## src/rtl/tdc_link_pkg.sv

```systemverilog
// Shared definitions for the TDC measurement link.
// The control FSM (writer) and the FIFO reader both import this package so they
// agree on the packet header and on where each field sits in the 32-bit FIFO word.
//   - rd_state_e     : reader FSM state encoding (3 bits)
//   - TDC_PKT_HEADER : first byte of every serial packet
//   - CALIB_DIFF_MSB / TIME1_MSB : MSB positions of the two 16-bit payload fields
package tdc_link_pkg;

    typedef enum logic [2:0] {
        StIdle     = 3'd0,
        StPop      = 3'd1,
        StWaitData = 3'd2,
        StSend     = 3'd3,
        StGuard    = 3'd4,
        StWaitTx   = 3'd5
    } rd_state_e;

    localparam logic [7:0] TDC_PKT_HEADER = 8'hAA;

    // FIFO word layout: {calib_diff[15:0], time1[15:0]}
    localparam int unsigned CALIB_DIFF_MSB = 31;
    localparam int unsigned TIME1_MSB      = 15;

endpackage

```

## src/rtl/tdc_fifo_reader.sv

```systemverilog
// Drain side of the TDC measurement FIFO.
// Pops one 32-bit word, frames it as {header, 4 payload bytes, XOR checksum}
// and hands the bytes one at a time to the byte-wide serial transmitter.
// Ports:
//   clk, rst     : system clock, asynchronous active-high reset
//   enable       : 0 blocks new pops; a packet in progress still completes
//   fifo_empty   : FIFO empty flag (sampled only while idle)
//   fifo_dout    : FIFO read data, valid FIFO_RD_LATENCY cycles after fifo_rd_en
//   fifo_rd_en   : one-cycle pop strobe
//   tx_busy      : TX busy; rises the cycle after tx_new_data
//   tx_data      : byte to transmit, valid with tx_new_data
//   tx_new_data  : one-cycle byte strobe
//   pkt_count    : packets fully sent (wraps)
//   busy         : high whenever the FSM is not idle
// All outputs come straight from flops.
module tdc_fifo_reader
    import tdc_link_pkg::*;
#(
    parameter logic [7:0]  HEADER_BYTE     = TDC_PKT_HEADER,
    parameter int unsigned FIFO_RD_LATENCY = 1,
    parameter bit          CHECKSUM_EN     = 1'b1
) (
    input  logic        clk,
    input  logic        rst,
    input  logic        enable,
    input  logic        fifo_empty,
    input  logic [31:0] fifo_dout,
    output logic        fifo_rd_en,
    input  logic        tx_busy,
    output logic [7:0]  tx_data,
    output logic        tx_new_data,
    output logic [15:0] pkt_count,
    output logic        busy
);

    localparam logic [2:0] LAST_IDX = CHECKSUM_EN ? 3'd5 : 3'd4;
    localparam logic [1:0] RD_LAT   = 2'(FIFO_RD_LATENCY);

    rd_state_e   state_q, state_d;
    logic [1:0]  wait_cnt_q, wait_cnt_d;
    logic [31:0] word_q, word_d;
    logic [7:0]  chk_q, chk_d;
    logic [2:0]  byte_idx_q, byte_idx_d;
    logic [15:0] pkt_count_q, pkt_count_d;
    logic        fifo_rd_en_q, fifo_rd_en_d;
    logic        tx_new_data_q, tx_new_data_d;
    logic [7:0]  tx_data_q, tx_data_d;
    logic        busy_q;
    logic [7:0]  next_byte;

    // Byte order on the wire: header, calib_diff MSB/LSB, time1 MSB/LSB, checksum.
    function automatic logic [7:0] pkt_byte(input logic [2:0]  idx,
                                            input logic [31:0] word,
                                            input logic [7:0]  chk);
        logic [7:0] b;
        case (idx)
            3'd0:    b = HEADER_BYTE;
            3'd1:    b = word[CALIB_DIFF_MSB -: 8];
            3'd2:    b = word[CALIB_DIFF_MSB - 8 -: 8];
            3'd3:    b = word[TIME1_MSB -: 8];
            3'd4:    b = word[TIME1_MSB - 8 -: 8];
            default: b = chk;
        endcase
        return b;
    endfunction

    // Outputs are computed for the state being entered and registered, so the
    // strobes line up exactly with the POP and SEND states.
    always_comb begin
        state_d       = state_q;
        wait_cnt_d    = wait_cnt_q;
        word_d        = word_q;
        chk_d         = chk_q;
        byte_idx_d    = byte_idx_q;
        pkt_count_d   = pkt_count_q;
        fifo_rd_en_d  = 1'b0;
        tx_new_data_d = 1'b0;
        tx_data_d     = tx_data_q;
        next_byte     = pkt_byte(byte_idx_q + 3'd1, word_q, chk_q);

        unique case (state_q)
            StIdle: begin
                if (enable && !fifo_empty) begin
                    state_d      = StPop;
                    fifo_rd_en_d = 1'b1;
                end
            end
            StPop: begin
                wait_cnt_d = RD_LAT;
                state_d    = StWaitData;
            end
            StWaitData: begin
                wait_cnt_d = wait_cnt_q - 2'd1;
                // Counter about to hit zero: read data is valid this cycle.
                if (wait_cnt_q == 2'd1) begin
                    word_d        = fifo_dout;
                    chk_d         = '0;
                    byte_idx_d    = '0;
                    tx_data_d     = HEADER_BYTE;
                    tx_new_data_d = 1'b1;
                    state_d       = StSend;
                end
            end
            StSend: begin
                state_d = StGuard;
            end
            StGuard: begin
                // tx_busy lags the strobe by a cycle, so it is not trusted here.
                state_d = StWaitTx;
            end
            StWaitTx: begin
                if (!tx_busy) begin
                    if (byte_idx_q == LAST_IDX) begin
                        pkt_count_d = pkt_count_q + 16'd1;
                        state_d     = StIdle;
                    end else begin
                        byte_idx_d    = byte_idx_q + 3'd1;
                        tx_data_d     = next_byte;
                        tx_new_data_d = 1'b1;
                        // Only payload bytes (indices 1..4) feed the checksum.
                        if (byte_idx_q < 3'd4) begin
                            chk_d = chk_q ^ next_byte;
                        end
                        state_d = StSend;
                    end
                end
            end
            default: begin
                state_d = StIdle;
            end
        endcase
    end

    always_ff @(posedge clk or posedge rst) begin
        if (rst) begin
            state_q       <= StIdle;
            wait_cnt_q    <= '0;
            word_q        <= '0;
            chk_q         <= '0;
            byte_idx_q    <= '0;
            pkt_count_q   <= '0;
            fifo_rd_en_q  <= 1'b0;
            tx_new_data_q <= 1'b0;
            tx_data_q     <= '0;
            busy_q        <= 1'b0;
        end else begin
            state_q       <= state_d;
            wait_cnt_q    <= wait_cnt_d;
            word_q        <= word_d;
            chk_q         <= chk_d;
            byte_idx_q    <= byte_idx_d;
            pkt_count_q   <= pkt_count_d;
            fifo_rd_en_q  <= fifo_rd_en_d;
            tx_new_data_q <= tx_new_data_d;
            tx_data_q     <= tx_data_d;
            busy_q        <= (state_d != StIdle);
        end
    end

    assign fifo_rd_en  = fifo_rd_en_q;
    assign tx_new_data = tx_new_data_q;
    assign tx_data     = tx_data_q;
    assign pkt_count   = pkt_count_q;
    assign busy        = busy_q;

endmodule

```

## config.mk

```make
export PLATFORM = sky130hd
export DESIGN_NAME = tdc_fifo_reader
export DESIGN_NICKNAME = d
export VERILOG_FILES = /design/src/rtl/tdc_link_pkg.sv /design/src/rtl/tdc_fifo_reader.sv
export SDC_FILE = /design/constraint.sdc
export NUM_CORES = 1
export LEC_CHECK = 0
export CELL_PAD_IN_SITES_DETAIL_PLACEMENT = 1
export CELL_PAD_IN_SITES_GLOBAL_PLACEMENT = 2
export CORE_ASPECT_RATIO = 0.8
export CORE_MARGIN = 1.5
export CORE_UTILIZATION = 29
export DETAILED_ROUTE_END_ITERATION = 8
export GPL_ROUTABILITY_DRIVEN = 0
export PLACE_DENSITY_LB_ADDON = 0.2
export REMOVE_ABC_BUFFERS = 1
export SYNTH_ARGS = -nofsm -noshare
export SYNTH_HDL_FRONTEND = slang
export SYNTH_SLANG_ARGS = --single-unit
```

## constraint.sdc

```tcl
create_clock -name clk -period 2.9 [get_ports clk]
set_input_delay 0.87 -clock clk [delete_from_list [all_inputs] [get_ports clk]]
set_output_delay 0.87 -clock clk [all_outputs]
set_load 0.005 [all_outputs]
```

======== After elaboration in Yosys (flattened, before gate mapping) ========
Cells that the tools add are included.
word-level totals
  bits in registers ....................... 75
  input bits .............................. 37
  output and inout port bits .............. 27
cells by class
  add/sub/neg operators ................... 3
  $lt $le $gt $ge ......................... 1
  equal/unequal tests ..................... 15
  multiplexer cells ....................... 26
  bitwise operators ....................... 2
  reduce and logical (&&, ||, !) cells .... 11
operators with widths
  cell                                                                    count
  8-bit two-way mux                                                       7
  8-bit one-hot mux with 5 select lines                                   1
  8-bit one-hot mux with 2 select lines                                   2
  3-bit two-way mux                                                       6
  3-bit one-hot mux with 6 select lines                                   1
  16-bit by 1-bit adder with 16-bit output (second input constant)        1
  3-bit by 2-bit equality test with 1-bit output (second input constant)  4
  3-bit equality test (second input constant)                             4
  2-bit inequality test (second input constant)                           4
  8-bit XOR                                                               1
  3-bit by 1-bit equality test with 1-bit output (second input constant)  2
  3-bit logical NOT                                                       2
  3-bit one-hot mux with 2 select lines                                   1
  1-bit two-way mux                                                       5
  5-bit AND reduction                                                     1
  2-bit one-hot mux with 2 select lines                                   1
  4-bit AND reduction                                                     1
  2-bit nonzero test                                                      2
  3-bit by 1-bit adder with 3-bit output (second input constant)          1
  3-bit < comparator (second input constant)                              1
  3-bit AND reduction                                                     1
  3-bit nonzero test                                                      1
  2-bit by 1-bit equality test with 1-bit output (second input constant)  1
  2-bit two-way mux                                                       1
  6 further kinds                                                         6

======== Depth between registers and ports, before layout ========
Gate-level depths: netlist of the first run.
  depth after elaboration ................. 8
  mapped depth ............................ 8
  depth with buffers taken out ............ 6

======== Worst setup path before layout of the first run ========
Ideal clock, no wire load.
  path kind ............................... flip-flop to flip-flop
  from .................................... reg byte_idx_q[0]
  to ...................................... reg chk_q[1]
  setup time .............................. 78 ps
  data arrival time ....................... 1964 ps
  data required time ...................... 2822 ps
  path slack .............................. 858 ps
  cell stages (with the launch flop) ...... 8
  path buffers ............................ 1
  clock period less this slack ............ 2042 ps
  cell sequence ........................... dfrtp_1 -> inv_1 -> ha_1 -> buf_6 -> or3_4 -> and4_4 -> or4_1 -> a21oi_1
on the way
  longest elaborated chain between the ends .. 8
  elaborated cells on any way between the ends .. 17
RTL lines
  element                                      line                    RTL
  start, declared                              tdc_fifo_reader.sv:43   logic [2:0] byte_idx_q, byte_idx_d;
  start signal, assigned                       tdc_fifo_reader.sv:151  byte_idx_q <= byte_idx_d;
  3-bit by 1-bit adder with 3-bit output       tdc_fifo_reader.sv:79   next_byte = pkt_byte(byte_idx_q + 3'd1, word_q, chk_q);
  3-bit equality test (tied with other cells)  tdc_fifo_reader.sv:56   case (idx)
  8-bit one-hot mux with 5 select lines        tdc_fifo_reader.sv:56
  8-bit XOR                                    tdc_fifo_reader.sv:122  chk_d = chk_q ^ next_byte;
  8-bit two-way mux                            tdc_fifo_reader.sv:121  if (byte_idx_q < 3'd4) begin
  8-bit two-way mux                            tdc_fifo_reader.sv:113  if (byte_idx_q == LAST_IDX) begin
  8-bit two-way mux                            tdc_fifo_reader.sv:112  if (!tx_busy) begin
  8-bit one-hot mux with 2 select lines        tdc_fifo_reader.sv:81   unique case (state_q)
  end signal, assigned                         tdc_fifo_reader.sv:150  chk_q <= chk_d;
  end, declared                                tdc_fifo_reader.sv:42   logic [7:0] chk_q, chk_d;
Several ways; a longest one is shown, not always the timed one. The select of a mux whose other input is x is not followed.
A chain may end at the register's enable or synchronous reset.

======== Final worst setup path of the first run ========
  from .................................... reg byte_idx_q[1]
  to ...................................... reg pkt_count_q[15], in the netlist pkt_count[15]
on the way
  longest elaborated chain between the ends .. 2
RTL lines
  element                        line                    RTL
  3-bit equality test            tdc_fifo_reader.sv:113
  3-bit AND reduction (no line)  -
  end signal, assigned           tdc_fifo_reader.sv:152  pkt_count_q <= pkt_count_d;
  end, declared                  tdc_fifo_reader.sv:44   logic [15:0] pkt_count_q, pkt_count_d;
Every way passes these cells.

==> results of run 1 <==
==> power groups by stage <==
stage / logic [mW] / registers [mW] / clock network [mW]
floorplan: 0.920 / 1.58 / 0
global placement: 1.37 / 1.63 / 0
detailed placement: 1.41 / 1.65 / 0
CTS: 1.43 / 1.64 / 1.12
global route: 1.60 / 1.68 / 1.18
finish: 1.40 / 1.63 / 1.10
==> registers in the layout (all words and copies together), names as in the netlist <==
signal and count:
busy 1, byte_idx_q 3, chk_q 8, fifo_rd_en 1
pkt_count 16, state_q 3, tx_data 8, tx_new_data 1
wait_cnt_q 2, word_q 32
==> critical path, delay by kind of cell, from the launching register on <==
family,cells,cell delay (ns)
flip-flops,1,0.42
AND/OR/NAND/NOR,3,0.84
buffers and inverters,2,0.32
adder cells (fa/ha/maj),1,0.49
XOR/XNOR,1,0.17
==> through the flow <==
stage	area, µm²	hold slack, ns
after floorplan	3430	0.440
after global placement	4360	0.457
after detailed placement	4360	0.465
after CTS	4640	0.481
after global routing	4640	0.510
final	4640	0.476
==> cell families (layout without fill, tap and decap cells) <==
logic type | count (synthesis) | in the layout
AND/OR/NAND/NOR | 174 | 174
flip-flops | 75 | 75
AO/OA/AOI/OAI | 53 | 53
buffers and inverters | 29 | 98
XOR/XNOR | 18 | 18
multiplexers | 8 | 8
adder cells (fa/ha/maj) | 7 | 7
==> per-layer routing <==
layer / part of all wire [%] / up-vias / GRT usage (%) / wire (µm)
met4: 1.5 / 0 / 5.84 / 144
met3: 3.6 / 10 / 3.65 / 338
met2: 46 / 47 / 25.0 / 4320
met5: 0 / - / 0 / 0
li1: - / 1372 / - / -
met1: 49 / 1431 / 21.7 / 4530
==> placed cells by master (no fill, tap or decap), drive strengths merged, types with 3 or more instances in the layout <==
| cell type | count |
|---|---|
| a21boi | 4 |
| nand2 | 114 |
| inv | 10 |
| or3 | 6 |
| dfrtp | 75 |
| xor2 | 6 |
| clkbuf | 11 |
| o21ai | 13 |
| nor2 | 5 |
| ha | 7 |
| clkdlybuf4s50 | 63 |
| a222oi | 8 |
| nand3 | 13 |
| clkinv | 4 |
| nand3b | 3 |
| xnor2 | 12 |
| buf | 9 |
| a21oi | 15 |
| nand2b | 3 |
| nor3 | 10 |
| mux2 | 6 |
| and4 | 3 |
| nand4 | 3 |
==> cell type report <==
class	count	area (µm²)	area share [%]
Multi-Input combinational cell	260	1530	33.0
Tap cell	148	185	3.99
Clock buffer	11	233	5.01
Clock inverter	5	53.8	1.16
Sequential cell	75	1880	40.4
Inverter	10	37.5	0.808
Timing Repair Buffer	72	723	15.6
==> worst max path at each step <==
| stage | startpoint | slack, ns | cells past startpoint | endpoint |
|---|---|---|---|---|
| after floorplan | wait_cnt_q[1]$_DFFE_PP0P_ | -1.91 | 6 | chk_q[1]$_DFFE_PP0P_ |
| after global placement | tx_busy | 0.28 | 6 | chk_q[3]$_DFFE_PP0P_ |
| after detailed placement | tx_busy | 0.19 | 6 | pkt_count[15]$_DFFE_PP0P_ |
| after CTS | byte_idx_q[1]$_DFFE_PP0P_ | 0.48 | 7 | pkt_count[15]$_DFFE_PP0P_ |
| after global routing | byte_idx_q[1]$_DFFE_PP0P_ | 0.29 | 7 | pkt_count[15]$_DFFE_PP0P_ |
| final | byte_idx_q[1]$_DFFE_PP0P_ | 0.55 | 7 | pkt_count[15]$_DFFE_PP0P_ |
==> key figures, run 1 <==
Placement
  – Placed Cells incl. Taps: about 570
  – Pre-CTS setup slack: ~0.19 ns
  – DP HPWL: 6440 µm
  – Port Buffers: 63

Drt
  – DR vias: 2860
  – Routed WL per cell: 16.1 µm
  – Vias/cell: 4.92
  – Antenna Nets Post-Route: 0
  – Pre-antenna DRT Iters: 4
  – Residual DRC count: 0
  – Total routed wirelength: just over 9000 µm
  – Drt first-iter violations: between 150 and 200

Timing
  – Hold Vio Cnt, Final: 0
  – Final setup fails: 0
  – RSZ-0062 raised after global routing: false
  – Worst-margin pin slew: 0.583 ns
  – Setup Skew: roughly 0.0086 ns
  – Final worst path period share: between 80% and 90%
  – Max Slew Vio Count: 0
  – Total negative slack: 0 ns
  – Final WS setup: between 0.5 and 0.6 ns
  – Slew Limit Headroom: around 60%
  – Fmax: between 0.4 and 0.5 GHz
  – Post-layout min period: around 2.4 ns

Worst setup path
  – WS Path Type: reg2reg
  – Worst R2R Path Depth: 7
  – Critical path endpoint category: register
  – Worst path required time: about 3.1 ns
  – Reg-to-Reg Start: byte_idx_q[1]$_DFFE_PP0P_
  – Critical-path cell list: inv_1 > ha_1 > nand4b_1 > buf_4 > nor4_2 > nand4_1 > xnor2_1
  – R2R Setup Slk: 0.55 ns
  – Max FO, Critical Path: 12
  – Worst path slowest cell: ha_1
  – Worst reg2reg endpoint: pkt_count[15]$_DFFE_PP0P_
  – Setup crit start kind: register
  – WP data arrival: ~2.6 ns
  – Slowest stage delay, CP: 0.49 ns

Worst hold path
  – Hold endpoint: word_q[8]$_DFFE_PP0P_
  – Hold Crit Start: word_q[8]$_DFFE_PP0P_
  – Worst Hold Path Cells: 2
  – Worst min path class: reg2reg

Die
  – Die ar.: 0.0128 mm²
  – DIE HEIGHT: ~100 µm
  – Core ar.: between 0.01 and 0.015 mm²
  – Starting density of the core: a little under a third
  – I/O Pins: 64
  – Die Wd: between 100 and 150 µm
  – Number of placement rows: 35

Yosys
  – Yosys top cell area share: 53.2%
  – Synth async-reset ratio: 100%
  – Yosys warns: 0
  – Mux contribution to synthesized area: under 10%
  – Largest family of logic cells by synthesized area: simple AND/OR/NAND/NOR gates
  – Syn Std Cell Area: approximately 0.0035 mm²
  – Flops & latches, synth: 75
  – Area leader, netlist: dfrtp_1
  – Xor and xnor area share after synthesis: under 10%
  – Post-synthesis compound-gate area fraction: roughly 10%
  – Synth Area in Simple Gates: a little under a quarter
  – Post-synth EDFFs: 0
  – Post-Syn Area per Cell: 9.68 µm²
  – Most common cell in the synthesized netlist: nand2_1
  – Adder-cell share of the synthesized area: around 2.5%
  – Post-Syn Instances: roughly 360
  – Synth cell count leaders: nand2_1 (114), dfrtp_1 (75), a21oi_1 (14)
  – Ys flop type: dfrtp_1
  – Library cells used by synthesis: 47
  – Sequential area share after synthesis: between 50% and 60%
  – Synth top area cells: dfrtp_1 (53%), nand2_1 (12%), xnor2_1 (2.7%)

Clock network
  – Deepest clock path buffer count: 2
  – Post-CTS setup buffers: 0
  – CTS Buf Count: 9
  – Reg clk slew, reported paths: 0.06 ns
  – Sink Count: 75
  – Root Driver: clkbuf_16
  – CTS tree: done
  – Post_cts resized: 0
  – CTS HTree Levels: 3
  – Post-CTS Hold Buffers: 0
  – Clk_lat worst skew: approximately 0.34 ns

Pwr
  – Clock power frac: between 20% and 30%
  – Sw Pwr: 1.42 mW
  – Total Power: approximately 4.1 mW
  – Logic gate share of total power: between 30% and 40%
  – Int Pwr: about 2.7 mW
  – Flop pwr share: 39.4%
  – Static Leakage: ~2.1 nW
  – Switch share: between 30% and 40%
  – Worst VDD drop: 0.350 mV
  – PD cells: approximately 890 mW/mm²

Final layout
  – Fillers: ~1400
  – Proportion of layout cells with a drive suffix above 1: under 10%
  – Finished Core Util: approximately two fifths
  – # diodes: 0
  – Nets: between 400 and 500
  – Non-filler cells, final: between 500 and 600
  – Area Growth Syn to Fin: 31.7%

Global routing
  – Antenna violations before repair: 0
  – Vias in the first global route: 2958
  – Global route total overflow: 0
  – Total track usage: roughly 16%
  – Pin count of the biggest net entering global routing: 39
  – First-pass GRT wire length: between 15000 and 20000 µm

Run status
  – Status: complete, no violations

Job
  – Max-Cap Viols: 0
(Power assumes the default switching activity.)
==> run 2: changes to the inputs <==
clock period = 2.09 ns   (was 2.9 ns; I/O delays follow)
==> key figures, run 2 (synthesized netlist as in run 1, its figures left out) <==
Worst setup path
  – Reg-to-Reg Start: byte_idx_q[1]$_DFFE_PP0P_
  – WP data arrival: 2.25 ns (-0.33 ns)
  – Max FO, Critical Path: 4 (-8)
  – R2R Setup Slk: 0.10 ns (-0.44 ns)
  – Setup crit start kind: register
  – Critical path endpoint category: register
  – Worst R2R Path Depth: 6 (-1)
  – Worst path required time: 2.35 ns (-0.77 ns)
  – Worst reg2reg endpoint: chk_q[1]$_DFFE_PP0P_
  – WS Path Type: reg2reg

Timing
  – Max Slew Vio Count: 0 (unchanged)
  – Final WS setup: 0.103 ns (-0.444 ns)
  – Slew Limit Headroom: 70.5% (+9.4 points)
  – Post-layout min period: 1.99 ns (-0.366 ns)
  – Hold Vio Cnt, Final: 0 (unchanged)
  – Setup Skew: 0.0104 ns (+0.00182 ns)
  – RSZ-0062 raised after global routing: false
  – Final worst path period share: 95.1% (+14 points)
  – Final setup fails: 0 (unchanged)
  – Fmax: 0.503 GHz (+18%)
  – Worst-margin pin slew: 0.443 ns (-0.140 ns)
  – Total negative slack: 0 ns (unchanged)

Die
  – Core ar.: 0.0117 mm² (unchanged)
  – Number of placement rows: 35 (unchanged)
  – Die ar.: 0.0128 mm² (unchanged)
  – DIE HEIGHT: 102 µm (unchanged)
  – Starting density of the core: 30.1% (unchanged)
  – I/O Pins: 64 (unchanged)
  – Die Wd: 126 µm (unchanged)

Placement
  – Pre-CTS setup slack: -0.294 ns (-0.485 ns)
  – Port Buffers: 63 (unchanged)
  – Dpl cell area: 0.00446 mm² (+2.3%)
  – DP HPWL: 6340 µm (-1.6%)
  – Placed Cells incl. Taps: 580 (+2.7%)

Pwr
  – Worst VDD drop: 0.443 mV (+26%)
  – Int Pwr: 3.80 mW (+40%)
  – Static Leakage: 2.16 nW (+4.1%)
  – Logic gate share of total power: 36.1% (+2.1 points)
  – Clock power frac: 25.0% (-1.6 points)
  – PD cells: 1210 mW/mm² (+36%)
  – Sw Pwr: 1.96 mW (+38%)
  – Switch share: 34.0% (-0.41 points)
  – Flop pwr share: 38.9% (-0.5 points)

Global routing
  – Global route total overflow: 0 (unchanged)
  – Vias in the first global route: 2980 (+0.74%)
  – Grt met3 use: 3.70% (+0.053 points)
  – First-pass GRT wire length: 15500 µm (-0.23%)
  – Layer with the highest usage: met2
  – M1 GR Usage: 21.7% (-0.040 points)
  – Total track usage: 15.6% (-0.32 points)
  – Met2 Track Usage GR: 24.0% (-0.93 points)
  – Antenna violations before repair: 0 (unchanged)
  – Pin count of the biggest net entering global routing: 76 (+95%)

Clock network
  – CTS tree: done
  – Deepest clock path buffer count: 2 (unchanged)
  – Reg clk slew, reported paths: 0.06 ns (about the same)
  – Clk_lat worst skew: 0.34 ns (about the same)
  – Post-CTS Hold Buffers: 0 (unchanged)
  – CTS Buf Count: 9 (unchanged)
  – Root Driver: clkbuf_16
  – Sink Count: 75 (unchanged)
  – CTS HTree Levels: 3 (unchanged)

Drt
  – Residual DRC count: 0 (unchanged)
  – Pre-antenna DRT Iters: 4 (unchanged)
  – Routed WL per cell: 15.3 µm (-4.7%)
  – Antenna Nets Post-Route: 0 (unchanged)
  – Total routed wirelength: 9150 µm (-1.9%)
  – Vias/cell: 4.80 (-2.5%)
  – DR vias: 2871 (+0.38%)
  – Drt first-iter violations: 163 (-7.9%)

Final layout
  – Largest register FFs: 32 (unchanged)
  – Non-filler cells, final: 598 (+2.9%)
  – Commonest non-fill, non-tap cell in the layout: nand2_1
  – Finished Core Util: 40.8% (+1.1 points)
  – Design area: 0.00477 mm² (+2.8%)
  – Commonest cells after routing, fill and taps aside: nand2_1 (113), dfrtp_1 (74), clkdlybuf4s50_1 (62)
  – Area Growth Syn to Fin: 35.4%
  – Nets: 489 (+3.6%)
  – # diodes: 0 (unchanged)
  – Fillers: 1326 (-1.9%)
  – Biggest register: word_q
  – Proportion of layout cells with a drive suffix above 1: 13.6% (+4.3 points)

Worst hold path
  – Hold Crit Start: pkt_count[15]$_DFFE_PP0P_
  – Worst Hold Path Cells: 1 (-1)
  – Worst min path class: reg2reg
  – Hold endpoint: pkt_count[15]$_DFFE_PP0P_

Run status
  – Status: complete, no violations

Job
  – Max-Cap Viols: 0 (unchanged)
## run 2: cell type report
| type | instances | area, µm² | area share, % |
|---|---|---|---|
| Timing Repair Buffer | 89 | 841 | 17.6 |
| Tap cell | 148 | 185 | 3.88 |
| Multi-Input combinational cell | 260 | 1560 | 32.6 |
| Sequential cell | 75 | 1880 | 39.4 |
| Clock buffer | 14 | 264 | 5.53 |
| Clock inverter | 2 | 10.0 | 0.210 |
| Inverter | 10 | 37.5 | 0.787 |
## run 2: power groups by stage
stage               combinational, mW  clock [mW]  sequential, mW
global route                     2.35        1.55            2.31
CTS                              2.08        1.50            2.24
detailed placement               2.06           0            2.26
floorplan                        1.28           0            2.19
finish                           2.08        1.44            2.24
global placement                 2.00           0            2.24
## run 2: what timing repair did
| action | CTS | global route |
|---|---|---|
| resized for setup | 0 | 10 |
| pin swaps | 0 | 4 |
| gates cloned | 0 | 0 |
| buffers inserted | 1 | 1 |
| endpoints found under the setup margin | 1 | 18 |
## run 2: worst max-delay path by stage
stage,from,to,cells after the start
final,byte_idx_q[1]$_DFFE_PP0P_,chk_q[1]$_DFFE_PP0P_,6
after detailed placement,tx_busy,chk_q[1]$_DFFE_PP0P_,6
after floorplan,wait_cnt_q[1]$_DFFE_PP0P_,chk_q[1]$_DFFE_PP0P_,6
after global placement,tx_busy,chk_q[3]$_DFFE_PP0P_,6
after global routing,byte_idx_q[1]$_DFFE_PP0P_,tx_data[5]$_DFFE_PP0P_,7
after CTS,byte_idx_q[0]$_DFFE_PP0P_,tx_data[0]$_DFFE_PP0P_,6
## run 2: worst max-delay path, cell delays in order, from the launching register on
cell	delay, ns
dfrtp_1	0.40
inv_1	0.10
ha_2	0.21
or3_4	0.40
and4_4	0.20
or4_1	0.45
a21oi_1	0.15
## run 2: stage by stage
step | hold slack (ns) | power [mW]
finish | 0.471 | 5.76
floorplan | 0.440 | 3.46
global placement | 0.458 | 4.24
CTS | 0.477 | 5.82
global route | 0.501 | 6.21
detailed placement | 0.464 | 4.33
## run 2: metal layers
layer  part of all wire, %  wire (µm)
met1                    50       4600
met2                    45       4140
met3                   3.4        312
met4                   1.1         99
met5                     0          0
